===== src/rtl/alu_pkg.sv =====
// alu_pkg
// Definitions shared by the ALU command issuer and its response buffer:
//   - opcode constants understood by the downstream ALU
//   - bit positions inside the 5-bit response flag vector
//   - issuer FSM state type
//   - helper that classifies a flag vector as an error response
package alu_pkg;

    localparam logic [3:0] OP_ADD    = 4'b0000;
    localparam logic [3:0] OP_SUB    = 4'b0001;
    localparam logic [3:0] OP_AND    = 4'b0010;
    localparam logic [3:0] OP_OR     = 4'b0011;
    localparam logic [3:0] OP_XOR    = 4'b0100;
    localparam logic [3:0] OP_NOT    = 4'b0101;
    localparam logic [3:0] OP_SHL    = 4'b0110;
    localparam logic [3:0] OP_SHR    = 4'b0111;
    localparam logic [3:0] OP_CMP_EQ = 4'b1000;
    localparam logic [3:0] OP_CMP_LT = 4'b1001;

    // Flag vector layout: {is_less, is_equal, invalid_op, underflow, overflow}
    localparam int FLAG_OVF = 0;
    localparam int FLAG_UNF = 1;
    localparam int FLAG_INV = 2;
    localparam int FLAG_EQ  = 3;
    localparam int FLAG_LT  = 4;
    localparam int NFLAGS   = 5;

    typedef enum logic [1:0] {
        ST_RUN   = 2'd0,
        ST_DRAIN = 2'd1,
        ST_DONE  = 2'd2
    } issuer_state_e;

    function automatic logic flags_have_error(input logic [NFLAGS-1:0] flags);
        return flags[FLAG_OVF] | flags[FLAG_UNF] | flags[FLAG_INV];
    endfunction

endpackage


===== src/rtl/alu_rsp_fifo.sv =====
// alu_rsp_fifo
// Small FIFO that holds completed ALU responses until the consumer takes them.
// Ports:
//   clk, rst_n   clock, synchronous active-low reset (empties the buffer)
//   push_i       write wdata_i at the tail
//   wdata_i      response word {result, flags, tag}
//   pop_i        drop the head entry (ignored when empty)
//   rdata_o      head entry, valid whenever empty_o is low
//   empty_o      buffer empty
//   count_o      number of stored entries (0..DEPTH)
// DEPTH must be a power of two so the pointers wrap by natural overflow.
module alu_rsp_fifo
    import alu_pkg::*;
#(
    parameter int DW    = 25,
    parameter int DEPTH = 4
) (
    input  logic                       clk,
    input  logic                       rst_n,
    input  logic                       push_i,
    input  logic [DW-1:0]              wdata_i,
    input  logic                       pop_i,
    output logic [DW-1:0]              rdata_o,
    output logic                       empty_o,
    output logic [$clog2(DEPTH):0]     count_o
);

    localparam int AW = $clog2(DEPTH);

    logic [DW-1:0] mem_q [DEPTH];
    logic [AW-1:0] wr_ptr_q, wr_ptr_d;
    logic [AW-1:0] rd_ptr_q, rd_ptr_d;
    logic [AW:0]   count_q, count_d;
    logic          pop_ok;

    assign pop_ok = pop_i && (count_q != '0);

    always_comb begin
        wr_ptr_d = wr_ptr_q;
        rd_ptr_d = rd_ptr_q;
        count_d  = count_q;
        if (push_i) begin
            wr_ptr_d = wr_ptr_q + AW'(1);
        end
        if (pop_ok) begin
            rd_ptr_d = rd_ptr_q + AW'(1);
        end
        case ({push_i, pop_ok})
            2'b10:   count_d = count_q + (AW+1)'(1);
            2'b01:   count_d = count_q - (AW+1)'(1);
            default: count_d = count_q;
        endcase
    end

    always_ff @(posedge clk) begin
        if (!rst_n) begin
            wr_ptr_q <= '0;
            rd_ptr_q <= '0;
            count_q  <= '0;
        end else begin
            wr_ptr_q <= wr_ptr_d;
            rd_ptr_q <= rd_ptr_d;
            count_q  <= count_d;
        end
    end

    // Storage needs no reset: entries are only visible through count_q.
    always_ff @(posedge clk) begin
        if (push_i) begin
            mem_q[wr_ptr_q] <= wdata_i;
        end
    end

    assign rdata_o = mem_q[rd_ptr_q];
    assign empty_o = (count_q == '0);
    assign count_o = count_q;

endmodule


===== src/rtl/alu_cmd_issuer.sv =====
// alu_cmd_issuer
// Issues commands to an external ALU with one register stage of latency,
// tracks the two in-flight slots, and buffers results so that no response
// is ever dropped while the consumer stalls. A drain request stops new
// commands until everything in flight has been delivered, then pulses
// drain_done for one cycle.
//
// Build option: define ALU_ISSUER_STATS_EN to enable the statistics counters
// (stat_issued counts accepts, stat_errors counts error responses and
// saturates). Without it both statistics outputs are tied to zero.
//
// State table:
//   state    | meaning
//   ST_RUN   | accepting commands while buffer space is available
//   ST_DRAIN | no new commands; waiting for in-flight and buffered responses
//   ST_DONE  | drain complete, drain_done high for this single cycle
//
// Ports:
//   clk, rst_n                      clock, synchronous active-low reset
//   cmd_valid/cmd_ready             command handshake
//   cmd_a, cmd_b, cmd_op, cmd_tag   command payload
//   alu_a, alu_b, alu_op            registered ALU operand/opcode drive
//   alu_result, alu_overflow, alu_underflow, alu_invalid_op,
//   alu_is_equal, alu_is_less       registered ALU outputs
//   rsp_valid/rsp_ready             response handshake
//   rsp_result, rsp_flags, rsp_tag  response payload (FIFO order)
//   drain_req, drain_done           drain request / one-cycle completion pulse
//   stat_issued, stat_errors        statistics
module alu_cmd_issuer
    import alu_pkg::*;
#(
    parameter int WIDTH = 16,
    parameter int DEPTH = 4,
    parameter int TAGW  = 4
) (
    input  logic                clk,
    input  logic                rst_n,
    input  logic                cmd_valid,
    output logic                cmd_ready,
    input  logic [WIDTH-1:0]    cmd_a,
    input  logic [WIDTH-1:0]    cmd_b,
    input  logic [3:0]          cmd_op,
    input  logic [TAGW-1:0]     cmd_tag,
    output logic [WIDTH-1:0]    alu_a,
    output logic [WIDTH-1:0]    alu_b,
    output logic [3:0]          alu_op,
    input  logic [WIDTH-1:0]    alu_result,
    input  logic                alu_overflow,
    input  logic                alu_underflow,
    input  logic                alu_invalid_op,
    input  logic                alu_is_equal,
    input  logic                alu_is_less,
    output logic                rsp_valid,
    input  logic                rsp_ready,
    output logic [WIDTH-1:0]    rsp_result,
    output logic [NFLAGS-1:0]   rsp_flags,
    output logic [TAGW-1:0]     rsp_tag,
    input  logic                drain_req,
    output logic                drain_done,
    output logic [15:0]         stat_issued,
    output logic [7:0]          stat_errors
);

    localparam int CW = $clog2(DEPTH) + 1;
    localparam int OW = CW + 1;
    localparam int DW = WIDTH + NFLAGS + TAGW;

    issuer_state_e      state_q, state_d;
    logic [WIDTH-1:0]   alu_a_q, alu_b_q;
    logic [3:0]         alu_op_q;
    logic               v0_q, v1_q;
    logic [TAGW-1:0]    tag0_q, tag1_q;

    logic               accept, push, pop, pipe_idle;
    logic [NFLAGS-1:0]  alu_flags;
    logic [DW-1:0]      fifo_wdata, fifo_rdata;
    logic               fifo_empty;
    logic [CW-1:0]      fifo_count;
    logic [OW-1:0]      occupancy;

    assign accept    = cmd_valid && cmd_ready;
    // Stage 1 holds the command whose ALU result is registered right now.
    assign push      = v1_q;
    assign pop       = rsp_valid && rsp_ready;
    assign pipe_idle = !v0_q && !v1_q;

    assign alu_flags  = {alu_is_less, alu_is_equal, alu_invalid_op, alu_underflow, alu_overflow};
    assign fifo_wdata = {alu_result, alu_flags, tag1_q};

    // Every accepted command reserves a buffer slot until it is popped, so
    // in-flight commands count against free space.
    assign occupancy = OW'(fifo_count) + OW'(v0_q) + OW'(v1_q);
    assign cmd_ready = (state_q == ST_RUN) && (occupancy < OW'(DEPTH));

    always_ff @(posedge clk) begin
        if (!rst_n) begin
            state_q  <= ST_RUN;
            alu_a_q  <= '0;
            alu_b_q  <= '0;
            alu_op_q <= OP_ADD;
            v0_q     <= 1'b0;
            v1_q     <= 1'b0;
            tag0_q   <= '0;
            tag1_q   <= '0;
        end else begin
            state_q <= state_d;
            if (accept) begin
                alu_a_q  <= cmd_a;
                alu_b_q  <= cmd_b;
                alu_op_q <= cmd_op;
                tag0_q   <= cmd_tag;
            end
            v0_q   <= accept;
            v1_q   <= v0_q;
            tag1_q <= tag0_q;
        end
    end

    always_comb begin
        state_d = state_q;
        unique case (state_q)
            ST_RUN:   if (drain_req) state_d = ST_DRAIN;
            ST_DRAIN: if (pipe_idle && fifo_empty) state_d = ST_DONE;
            ST_DONE:  state_d = ST_RUN;
            default:  state_d = ST_RUN;
        endcase
    end

    assign drain_done = (state_q == ST_DONE);

    assign alu_a  = alu_a_q;
    assign alu_b  = alu_b_q;
    assign alu_op = alu_op_q;

    alu_rsp_fifo #(
        .DW    (DW),
        .DEPTH (DEPTH)
    ) u_rsp_fifo (
        .clk     (clk),
        .rst_n   (rst_n),
        .push_i  (push),
        .wdata_i (fifo_wdata),
        .pop_i   (pop),
        .rdata_o (fifo_rdata),
        .empty_o (fifo_empty),
        .count_o (fifo_count)
    );

    assign rsp_valid = !fifo_empty;
    assign {rsp_result, rsp_flags, rsp_tag} = fifo_rdata;

`ifdef ALU_ISSUER_STATS_EN
    logic [15:0] stat_issued_q, stat_issued_d;
    logic [7:0]  stat_errors_q, stat_errors_d;

    always_comb begin
        stat_issued_d = stat_issued_q;
        stat_errors_d = stat_errors_q;
        if (accept) begin
            stat_issued_d = stat_issued_q + 16'd1;
        end
        if (push && flags_have_error(alu_flags) && (stat_errors_q != 8'hFF)) begin
            stat_errors_d = stat_errors_q + 8'd1;
        end
    end

    always_ff @(posedge clk) begin
        if (!rst_n) begin
            stat_issued_q <= '0;
            stat_errors_q <= '0;
        end else begin
            stat_issued_q <= stat_issued_d;
            stat_errors_q <= stat_errors_d;
        end
    end

    assign stat_issued = stat_issued_q;
    assign stat_errors = stat_errors_q;
`else
    assign stat_issued = '0;
    assign stat_errors = '0;
`endif

endmodule


===== config.mk =====
export PLATFORM = sky130hd
export DESIGN_NAME = alu_cmd_issuer
export DESIGN_NICKNAME = d
export VERILOG_FILES = /design/src/rtl/alu_pkg.sv /design/src/rtl/alu_rsp_fifo.sv /design/src/rtl/alu_cmd_issuer.sv
export SDC_FILE = /design/constraint.sdc
export NUM_CORES = 1
export LEC_CHECK = 0
export CORE_MARGIN = 5
export CORE_UTILIZATION = 43
export CTS_BUF_LIST = sky130_fd_sc_hd__clkbuf_8
export CTS_CLUSTER_SIZE = 8
export DETAILED_ROUTE_END_ITERATION = 16
export DONT_BUFFER_PORTS = 1
export HOLD_SLACK_MARGIN = 0.15
export PLACE_DENSITY = 0.64
export SLEW_MARGIN = 20
export SYNTH_ARGS = -nofsm -noshare
export SYNTH_HDL_FRONTEND = slang
export SYNTH_HIERARCHICAL = 1
export SYNTH_SLANG_ARGS = --single-unit

===== constraint.sdc =====
create_clock -name clk -period 2.23 [get_ports clk]
set_clock_uncertainty 0.05 [all_clocks]
set_input_delay 0.669 -clock clk [delete_from_list [all_inputs] [get_ports clk]]
set_output_delay 0.669 -clock clk [all_outputs]
set_load 0.02 [all_outputs]

==> results.md, run 1 <==
* Synth cell types at 35
* GR Util All Layers at 13.55%
* Via Count at 3104
* Multi-input logic area at 1793 um2
* RR Startpoint: u_rsp_fifo/count_o[0]$_SDFFE_PN0P_
* Wire per inst at 18.07 um
* Sequential power share at 57.5%
* Top area cells in the synthesized netlist: edfxtp_1 (49%), dfxtp_1 (18%), mux4_2 (7.3%)
* Syn. warnings at 6
* PD cells at 834.1 nW/um2
* Final TNS setup at -3310 ps
* Fin crit share at 107.5%
* Hold Crit Class: in -> reg
* Fin util at 49.18%
* CTS tree: built
* Clock buffer depth at 2
* DRT Pass-1 Iters at 4
* P&R area growth vs syn at 11.16%
* Final cell count without fillers at 617
* Die Y at 130.0 um
* Cts bufs inserted at 17
* First-pass GRT wire length at 17.12 mm
* CP Capture Type: output port
* CTS H-tree depth at 4
* Post-Route WL at 11.15 mm
* Clock sinks at 157
* Element type at the critical path start: flip-flop
* Slew Viols, Final at 0
* Dpl cells at 579
* Vias in the first global route at 3248
* Worst vdd ir at 0.3008 mV
* DRC viols at 0
* Worst R2R Path Depth at 10
* Register area share after synthesis at 66.96%
* Die X at 130.0 um
* Maxcap violations at 0
* FF+latch count, synth at 157
* Worst Path Max Fanout at 2
* Clk slew on worst S/H paths at 90 ps
* Synth Flop Type: edfxtp_1
* Internal power at 4.428 mW
* IO buf count at 0
* Initial antenna violation count at 0
* HPWL after DPL at 6.924 mm
* R2R Setup Slk at 130 ps
* Critical Path Sink: cmd_ready
* I/O pin cnt at 154
* DR vias/cell at 5.031
* Sw frac at 22.83%
* Number of diodes at 0
* Largest net degree at the start of global routing at 93
* Hold_ws at 267.9 ps
* Slowest stage delay, CP at 340 ps
* Core Box Area at 13990 um2
* Number of enable flip-flop cells after synthesis at 100
* Asr flop ratio synth at 0%
* Dpl ws at -44.61 ps
* Post-Syn Area at 6188 um2
* GPL Wtd Cong at 0.7129
* Crit-path cells: ha_4 > a21o_4 > a2111oi_4 > buf_4
* Antenna Nets Post-Route at 0
* Logic pwr share at 5.5%
* RSZ-0062 raised after global routing: yes
* Layout cells sized above 1 at 20.59%
* Crit path DAT at 1680 ps
* Syn Inst Count at 404
* Share of the synthesized area in the top cell type at 48.52%
* R2R Path End: u_rsp_fifo/count_o[2]$_SDFFE_PN0P_
* Synth top cells by count: edfxtp_1 (100), nand2_1 (83), dfxtp_1 (57), mux2i_1 (41), buf_4 (24)
* Full die area at 16890 um2
* Clock power share at 37.0%
* Leakage at 2.460 nW
* Synth area leader: edfxtp_1
* Worst Setup SP: push$_SDFF_PN0_
* Highest clock rate at 417.2 MHz
* CP Class: reg -> out
* CP max-delay cell: dfxtp_2
* Seq. cell area at 4154 um2
* Nets at 497
* Syn avg cell area at 15.32 um2
* Iter 0 DRT Violations at 125
* Worst Path Required at 1510 ps
* FILL cells at 1183
* Final hold violations at 0
* Initial core utilization at 44.24%
* NetSw at 1.310 mW
* GRT overflow at 0
* Root Buffer: clkbuf_8
* Final Setup Violations at 26
* Final setup margin at -167.0 ps
* Skew-Pair Late Insertion Delay at 430 ps
* Failing checks: negative setup slack
* Dominant cell by count in the synthesized netlist: edfxtp_1
* Period minus WS final at 2397 ps
* Std cell rows at 43
* Status: complete, but fails checks
-- cell usage in the layout, fill, tap and decap left out, drive strengths merged, types with 5 or more instances in the layout --
| cell | count |
|---|---|
| clkinv | 7 |
| mux2i | 41 |
| mux4 | 25 |
| clkbuf | 20 |
| edfxtp | 100 |
| conb | 24 |
| inv | 15 |
| ha | 6 |
| and2 | 8 |
| nand2 | 83 |
| o21ai | 5 |
| buf | 19 |
| dfxtp | 57 |
-- sequential cells by signal, indices dropped and copies added (netlist names), named ones only --
name and flops:
alu_a 16, alu_b 16, alu_op 4, push 1
state_q 2, tag0_q 4, tag1_q 4, u_rsp_fifo/count_o 3
u_rsp_fifo/mem_q 100, u_rsp_fifo/rd_ptr_q 2, u_rsp_fifo/wr_ptr_q 2, v0_q 1
-- logic make-up after synthesis --
kind of cell	after synthesis	synth area share, %
other	1	0.06060
flip-flops	157	66.96
AND/OR/NAND/NOR	104	7.420
AO/OA/AOI/OAI	11	1.334
buffers and inverters	55	6.227
adder cells (fa/ha/maj)	7	1.537
multiplexers	66	16.03
XOR/XNOR	3	0.4247
-- worst min-delay path by stage --
stage                           start                           endpoint  slack, ps  cells past startpoint
3_5_place_dp   tag0_q[2]$_SDFFE_PN0P_               tag1_q[2]$_SDFF_PN0_        370                      2
5_1_grt                   alu_is_less   u_rsp_fifo/mem_q[0][8]$_DFFE_PP_        230                      0
4_1_cts                   alu_is_less   u_rsp_fifo/mem_q[0][8]$_DFFE_PP_        220                      0
2_1_floorplan  tag0_q[0]$_SDFFE_PN0P_               tag1_q[0]$_SDFF_PN0_        350                      2
6_report                alu_result[2]  u_rsp_fifo/mem_q[0][11]$_DFFE_PP_        270                      0
3_3_place_gp   tag0_q[1]$_SDFFE_PN0P_               tag1_q[1]$_SDFF_PN0_        360                      2
-- routing by layer --
metal	routed length (um)	up-vias	track usage [%]
met1	4441	1524	15.57
li1	-	1439	-
met3	1210	15	7.450
met5	0	-	0
met4	176	0	5.134
met2	5319	126	21.35
-- timing repair --
action | CTS | global route
setup endpoints to repair | 26 | 28
endpoints found under the hold margin | 0 | 0
hold buffers | 0 | 0
gates cloned | 1 | 2
gates resized for setup | 13 | 5
pin swaps | 2 | 1
setup buffers | 2 | 1
-- critical path: cells and delay by family, from the launching register on --
family,cells,cell delay [ps]
fa+ha+maj,1,230
compound gates,2,480
flops,1,340
buf+inv,1,200
-- through the flow --
step | total power, mW | instance area (um2)
after floorplan | 3.667 | 6316
after global placement | 3.659 | 6352
after detailed placement | 3.671 | 6352
after CTS | 5.821 | 6807
after global routing | 5.984 | 6879
final | 5.738 | 6879
-- cell type report --
type,count,share of cell area (%)
flip-flops and latches,157,60.39
multi-input cells,215,26.06
repair buffers,21,3.747
clock buffers,18,3.601
well taps,180,3.274
clock inverters,14,2.219
inverters,12,0.7093
-- power groups by stage --
stage          Clock [mW]  Combinational, mW  Sequential [mW]
2_1_floorplan           0              0.319             3.35
3_3_place_gp            0              0.295             3.36
3_5_place_dp            0              0.306             3.37
4_1_cts              2.21              0.312             3.30
5_1_grt              2.33              0.347             3.31
6_report             2.12              0.315             3.30
(Power assumes the default switching activity.)
==> run 2: changes to the inputs <==
--- a/config.mk
+++ b/config.mk
@@ -5,14 +5,16 @@
 export SDC_FILE = /design/constraint.sdc
 export NUM_CORES = 1
 export LEC_CHECK = 0
+export ABC_CLOCK_PERIOD_IN_PS = 2230
 export CORE_MARGIN = 5
-export CORE_UTILIZATION = 43
+export CORE_UTILIZATION = 40
 export CTS_BUF_LIST = sky130_fd_sc_hd__clkbuf_8
 export CTS_CLUSTER_SIZE = 8
 export DETAILED_ROUTE_END_ITERATION = 16
 export DONT_BUFFER_PORTS = 1
 export HOLD_SLACK_MARGIN = 0.15
-export PLACE_DENSITY = 0.64
+export PLACE_DENSITY = 0.6
+export RECOVER_POWER = 25
 export SLEW_MARGIN = 20
 export SYNTH_ARGS = -nofsm -noshare
 export SYNTH_HDL_FRONTEND = slang
==> results.md, run 2 (synthesis gave the netlist of run 1 again) <==
* Reg with most FFs: u_rsp_fifo/mem_q (unchanged)
* R2R Path End: u_rsp_fifo/count_o[2]$_SDFFE_PN0P_ (unchanged)
* Iter 0 DRT Violations at 84 (was 125)
* Clock power share at 35.2% (was 37.0%)
* Hold-critical path depth at 0 (unchanged)
* GRT overflow at 0 (unchanged)
* Logic pwr share at 5.7% (was 5.5%)
* RR Startpoint: u_rsp_fifo/count_o[0]$_SDFFE_PN0P_ (unchanged)
* R2R Setup Slk at 100 ps (was 130 ps)
* CTS tree: built (unchanged)
* Skew-Pair Late Insertion Delay at 430 ps (about the same)
* Via Count at 3053 (was 3104)
* Clock buffer depth at 2 (unchanged)
* GR Util All Layers at 13.12% (was 13.55%)
* Status: complete, but fails checks (unchanged)
* Post-CTS Hold Buffers at 0 (unchanged)
* DRT Pass-1 Iters at 4 (unchanged)
* Largest net degree at the start of global routing at 93 (unchanged)
* GPL Wtd Cong at 0.7670 (was 0.7129)
* Fin crit share at 108.2% (was 107.5%)
* Root Buffer: clkbuf_8 (unchanged)
* CP Capture Type: output port (unchanged)
* Largest register FFs at 100 (unchanged)
* HPWL after DPL at 7.365 mm (was 6.924 mm)
* Dpl cells at 588 (was 579)
* Final cell count without fillers at 626 (was 617)
* Number of diodes at 0 (unchanged)
* Vias in the first global route at 3295 (was 3248)
* Layout cells sized above 1 at 19.86% (was 20.59%)
* Leakage at 2.440 nW (was 2.460 nW)
* Internal power at 4.279 mW (was 4.428 mW)
* CTS H-tree depth at 4 (unchanged)
* Post-Route WL at 11.47 mm (was 11.15 mm)
* Die Y at 134.4 um (was 130.0 um)
* Final hold violations at 0 (unchanged)
* Element type at the critical path start: flip-flop (unchanged)
* Final setup margin at -182.1 ps (was -167.0 ps)
* Most frequent cells in the layout: edfxtp_1 (100), nand2_1 (83), dfxtp_1 (53) (unchanged)
* Initial core utilization at 40.71% (was 44.24%)
* Std cell rows at 45 (was 43)
* Slew Viols, Final at 0 (unchanged)
* Worst Path Required at 1510 ps (about the same)
* Worst R2R Path Depth at 10 (unchanged)
* Hold Crit Class: in -> reg (unchanged)
* Wire per inst at 18.32 um (was 18.07 um)
* WHS Endpoint: u_rsp_fifo/mem_q[2][23]$_DFFE_PP_ (was u_rsp_fifo/mem_q[0][11]$_DFFE_PP_)
* Highest clock rate at 414.6 MHz (was 417.2 MHz)
* Hold_ws at 272.4 ps (was 267.9 ps)
* Nets at 498 (was 497)
* Die X at 134.4 um (was 130.0 um)
* Maxcap violations at 0 (unchanged)
* DRC viols at 0 (unchanged)
* DR vias/cell at 4.877 (was 5.031)
* RSZ-0062 raised after global routing: yes (unchanged)
* Antenna Nets Post-Route at 0 (unchanged)
* Period minus WS final at 2412 ps (was 2397 ps)
* Final Setup Violations at 26 (unchanged)
* Full die area at 18060 um2 (was 16890 um2)
* Crit path DAT at 1690 ps (was 1680 ps)
* Worst Hold Launch: alu_result[14] (was alu_result[2])
* Worst Path Max Fanout at 2 (unchanged)
* P&R area growth vs syn at 11.14% (was 11.16%)
* Commonest non-fill, non-tap cell in the layout: edfxtp_1 (unchanged)
* Clock sinks at 157 (unchanged)
* Cts bufs inserted at 17 (unchanged)
* Placed Area at 6395 um2 (was 6352 um2)
* NetSw at 1.306 mW (was 1.310 mW)
* Sw frac at 23.39% (was 22.83%)
* First-pass GRT wire length at 17.86 mm (was 17.12 mm)
* Sequential power share at 59.1% (was 57.5%)
* Design area at 6878 um2 (was 6879 um2)
* Clk slew on worst S/H paths at 80 ps (was 90 ps)
* I/O pin cnt at 154 (unchanged)
* CP Class: reg -> out (unchanged)
* Failing checks: negative setup slack (unchanged)
* Worst vdd ir at 0.3056 mV (was 0.3008 mV)
* Pwr Total at 5.585 mW (was 5.738 mW)
* Core Box Area at 15200 um2 (was 13990 um2)
* PD cells at 812.0 nW/um2 (was 834.1 nW/um2)
* IO buf count at 0 (unchanged)
* Initial antenna violation count at 0 (unchanged)
* FILL cells at 1366 (was 1183)
-- run 2: per-stage QoR --
step	TNS (ps)	setup slack (ps)	util, %
2_1_floorplan	0	2.597	-
3_3_place_gp	0	13.82	42.07
3_5_place_dp	-89.39	-89.39	42.07
4_1_cts	-4155	-224.3	45.11
5_1_grt	-4909	-265.7	45.24
6_report	-2684	-182.1	45.24
-- run 2: power groups by stage --
stage          sequential, mW  clock, mW  combinational (mW)
3_3_place_gp             3.36          0               0.300
4_1_cts                  3.30       2.05               0.317
6_report                 3.30       1.97               0.319
3_5_place_dp             3.37          0               0.309
5_1_grt                  3.31       2.17               0.351
2_1_floorplan            3.35          0               0.319
-- run 2: what timing repair did --
action	4_1_cts	5_1_grt
cloned	1	1
endpoints found under the setup margin	26	28
buffers inserted	4	1
gates resized for setup	14	5
pin swaps	2	0
-- run 2: how the worst max path moves through the flow --
stage	startpoint	end	slack, ps	depth (start not counted)
CTS	push$_SDFF_PN0_	cmd_ready	-220	4
finish	push$_SDFF_PN0_	cmd_ready	-180	4
global route	push$_SDFF_PN0_	cmd_ready	-270	4
detailed placement	rsp_ready	u_rsp_fifo/count_o[2]$_SDFFE_PN0P_	-90	8
global placement	rsp_ready	u_rsp_fifo/count_o[2]$_SDFFE_PN0P_	10	8
floorplan	rsp_ready	u_rsp_fifo/count_o[2]$_SDFFE_PN0P_	3	8
-- run 2: routing by layer --
metal | GRT usage (%) | vias to the layer above | wire, um | share of wire (%)
met3 | 7.052 | 14 | 1340 | 12
li1 | - | 1447 | - | -
met1 | 14.74 | 1457 | 4464 | 39
met5 | 0 | - | 0 | 0
met4 | 5.260 | 0 | 182 | 1.6
met2 | 21.01 | 135 | 5480 | 48
-- run 2: critical path: stages (launching register included) --
cell and delay (ps):
dfxtp_2 340, ha_4 230, a21o_4 220, a2111oi_4 270, buf_4 200
-- run 2: layout make-up --
class	instances	area (um2)	share of cell area (%)
sequential	157	4154	60.40
multi-input combinational	215	1793	26.07
clock inverter	15	131.4	1.910
timing repair buffer	22	281.5	4.093
tap	188	235.2	3.420
inverter	12	48.80	0.7095
clock buffer	17	234.0	3.402
==> run 3: changes to the inputs <==
--- a/config.mk
+++ b/config.mk
@@ -6,7 +6,7 @@
 export NUM_CORES = 1
 export LEC_CHECK = 0
 export ABC_CLOCK_PERIOD_IN_PS = 2230
-export CORE_MARGIN = 5
+export CORE_MARGIN = 2
 export CORE_UTILIZATION = 40
 export CTS_BUF_LIST = sky130_fd_sc_hd__clkbuf_8
 export CTS_CLUSTER_SIZE = 8
==> constraint.sdc (replaced) <==
create_clock -name clk -period 2.23 [get_ports clk]
set_clock_uncertainty 0.05 [all_clocks]
set_input_delay 0.669 -clock clk [delete_from_list [all_inputs] [get_ports clk]]
set_output_delay 0.669 -clock clk [all_outputs]
set_load 0.1 [all_outputs]
==> results.md, run 3 (synthesis gave the netlist of run 1 again) <==
* Design area at 7814 um2 (was 6878 um2)
* Antenna Nets Post-Route at 0 (unchanged)
* Leakage at 2.964 nW (was 2.440 nW)
* Commonest non-fill, non-tap cell in the layout: edfxtp_1 (unchanged)
* Final hold violations at 0 (unchanged)
* CTS H-tree depth at 4 (unchanged)
* IO buf count at 0 (unchanged)
* Status: complete, but fails checks (unchanged)
* DRT Pass-1 Iters at 4 (unchanged)
* Family with the most delay on the worst path: multiplexers (was compound AO/OA/AOI/OAI gates)
* P&R area growth vs syn at 26.26% (was 11.14%)
* Worst vdd ir at 0.4838 mV (was 0.3056 mV)
* Worst R2R Path Depth at 11 (was 10)
* Crit path top cell by count: buf_12
* Seq. cell area at 4156 um2 (was 4154 um2)
* CP Capture Type: output port (unchanged)
* Final Setup Violations at 26 (unchanged)
* Maxcap violations at 0 (unchanged)
* Fin util at 51.59% (was 45.24%)
* Initial core utilization at 40.86% (was 40.71%)
* Pwr Total at 6.616 mW (was 5.585 mW)
* Vias in the first global route at 3439 (was 3295)
* Iter 0 DRT Violations at 194 (was 84)
* I/O pin cnt at 154 (unchanged)
* CP Class: reg -> out (unchanged)
* CTS tree: built (unchanged)
* Dpl ws at -116.6 ps (was -89.39 ps)
* Worst Hold Launch: alu_result[14] (unchanged)
* Failing checks: negative setup slack (unchanged)
* GR Util All Layers at 14.03% (was 13.12%)
* Largest net degree at the start of global routing at 93 (unchanged)
* Number of diodes at 0 (unchanged)
* Placed Area at 7204 um2 (was 6395 um2)
* Dpl cells at 650 (was 588)
* Post-Route WL at 11.15 mm (was 11.47 mm)
* Final TNS setup at -7806 ps (was -2684 ps)
* Layout cells sized above 1 at 32.42% (was 19.86%)
* Most frequent cells in the layout: edfxtp_1 (100), nand2_1 (83), dfxtp_1 (53) (unchanged)
* Slew Viols, Final at 0 (unchanged)
* Stages on worst setup path at 4 (unchanged)
* FILL cells at 1227 (was 1366)
* Clk slew on worst S/H paths at 90 ps (was 80 ps)
* WHS Endpoint: u_rsp_fifo/mem_q[3][23]$_DFFE_PP_ (was u_rsp_fifo/mem_q[2][23]$_DFFE_PP_)
* Cts bufs inserted at 17 (unchanged)
* Core Box Area at 15150 um2 (was 15200 um2)
* Period minus WS final at 2575 ps (was 2412 ps)
* Initial antenna violation count at 0 (unchanged)
* Hold-critical path depth at 0 (unchanged)
* Clock buffer depth at 2 (unchanged)
* Buffers and inverters on the worst path at 3 (was 1)
* Final setup margin at -345.2 ps (was -182.1 ps)
* RR Startpoint: u_rsp_fifo/count_o[0]$_SDFFE_PN0P_ (unchanged)
* Largest register FFs at 100 (unchanged)
* Clock sinks at 157 (unchanged)
* R2R Setup Slk at 0 ps (was 100 ps)
* GPL Wtd Cong at 0.7380 (was 0.7670)
* Wire per inst at 16.00 um (was 18.32 um)
* Hold Crit Class: in -> reg (unchanged)
* CP max-delay cell: mux4_2 (was dfxtp_2)
* Via Count at 3321 (was 3053)
* DRC viols at 0 (unchanged)
* Die Y at 128.4 um (was 134.4 um)
* Full die area at 16480 um2 (was 18060 um2)
* Root Buffer: clkbuf_8 (unchanged)
* GRT overflow at 0 (unchanged)
* Final cell count without fillers at 697 (was 626)
* First-pass GRT wire length at 17.28 mm (was 17.86 mm)
* PD cells at 846.7 nW/um2 (was 812.0 nW/um2)
* Reg with most FFs: u_rsp_fifo/mem_q (unchanged)
* Crit path DAT at 1860 ps (was 1690 ps)
* Hold_ws at 268.9 ps (was 272.4 ps)
* Element type at the critical path start: flip-flop (unchanged)
* Highest clock rate at 388.3 MHz (was 414.6 MHz)
* Slowest stage delay, CP at 550 ps (was 340 ps)
* Worst Path Max Fanout at 7 (was 2)
* Nets at 569 (was 498)
* Std cell rows at 45 (unchanged)
* HPWL after DPL at 7.137 mm (was 7.365 mm)
* R2R Path End: u_rsp_fifo/count_o[2]$_SDFFE_PN0P_ (unchanged)
* Crit-path cells: buf_12 > buf_12 > mux4_2 > buf_12 (was ha_4 > a21o_4 > a2111oi_4 > buf_4)
* Fin crit share at 115.5% (was 108.2%)
* RSZ-0062 raised after global routing: yes (unchanged)
* Die X at 128.4 um (was 134.4 um)
* Multi-input logic area at 1797 um2 (was 1793 um2)
* Skew-Pair Late Insertion Delay at 430 ps (about the same)
* DR vias/cell at 4.765 (was 4.877)
* Worst Path Required at 1510 ps (about the same)
==> run 3: worst register-to-register path: cells and delay by family (launching register included) <==
family                     cells  cell delay, ps
and+or+nand+nor                3             520
xor gates and xnor gates       1             170
AOI/OAI and AO/OA              1             150
DFF                            1             370
buffers and inverters          4             430
adders and majority gates      2             500
==> run 3: repair_timing <==
item,CTS,global route
pin swaps,2,2
cloned,1,0
setup endpoints to repair,28,28
resized for setup,17,11
setup buffers,10,4
hold buffers,0,0
==> run 3: final cells by class <==
type,count,area share (%)
clock inverter,15,2.498
sequential,157,53.19
multi-input combinational,215,22.99
inverter,12,0.6085
timing repair buffer,93,14.70
clock buffer,17,2.994
tap,188,3.010
==> run 3: worst max path at each step <==
stage                                                  start                            endpoint  slack [ps]
final                                              flip-flop                          rsp_tag[3]        -350
after CTS                 u_rsp_fifo/count_o[0]$_SDFFE_PN0P_                           cmd_ready        -430
after global placement                             rsp_ready  u_rsp_fifo/count_o[2]$_SDFFE_PN0P_           9
after floorplan           u_rsp_fifo/count_o[0]$_SDFFE_PN0P_                           cmd_ready        -460
after detailed placement                           rsp_ready  u_rsp_fifo/count_o[2]$_SDFFE_PN0P_        -120
after global routing                               flip-flop                          rsp_tag[3]        -420
==> run 3: power by group <==
part	internal [mW]	leakage (nW)	switching (mW)	total (mW)
combinational	0.276	1.36	0.890	1.17
clock	1.22	0.223	1.03	2.25
sequential	3.17	1.38	0.0324	3.20
total	4.67	2.96	1.95	6.62
==> run 3: metal layers <==
layer,global-route usage [%],up-vias,share of wire (%)
met5,0,-,0
met3,6.861,15,9.4
met2,22.56,122,49
met1,16.43,1601,40
met4,5.042,0,1.3
li1,-,1583,-
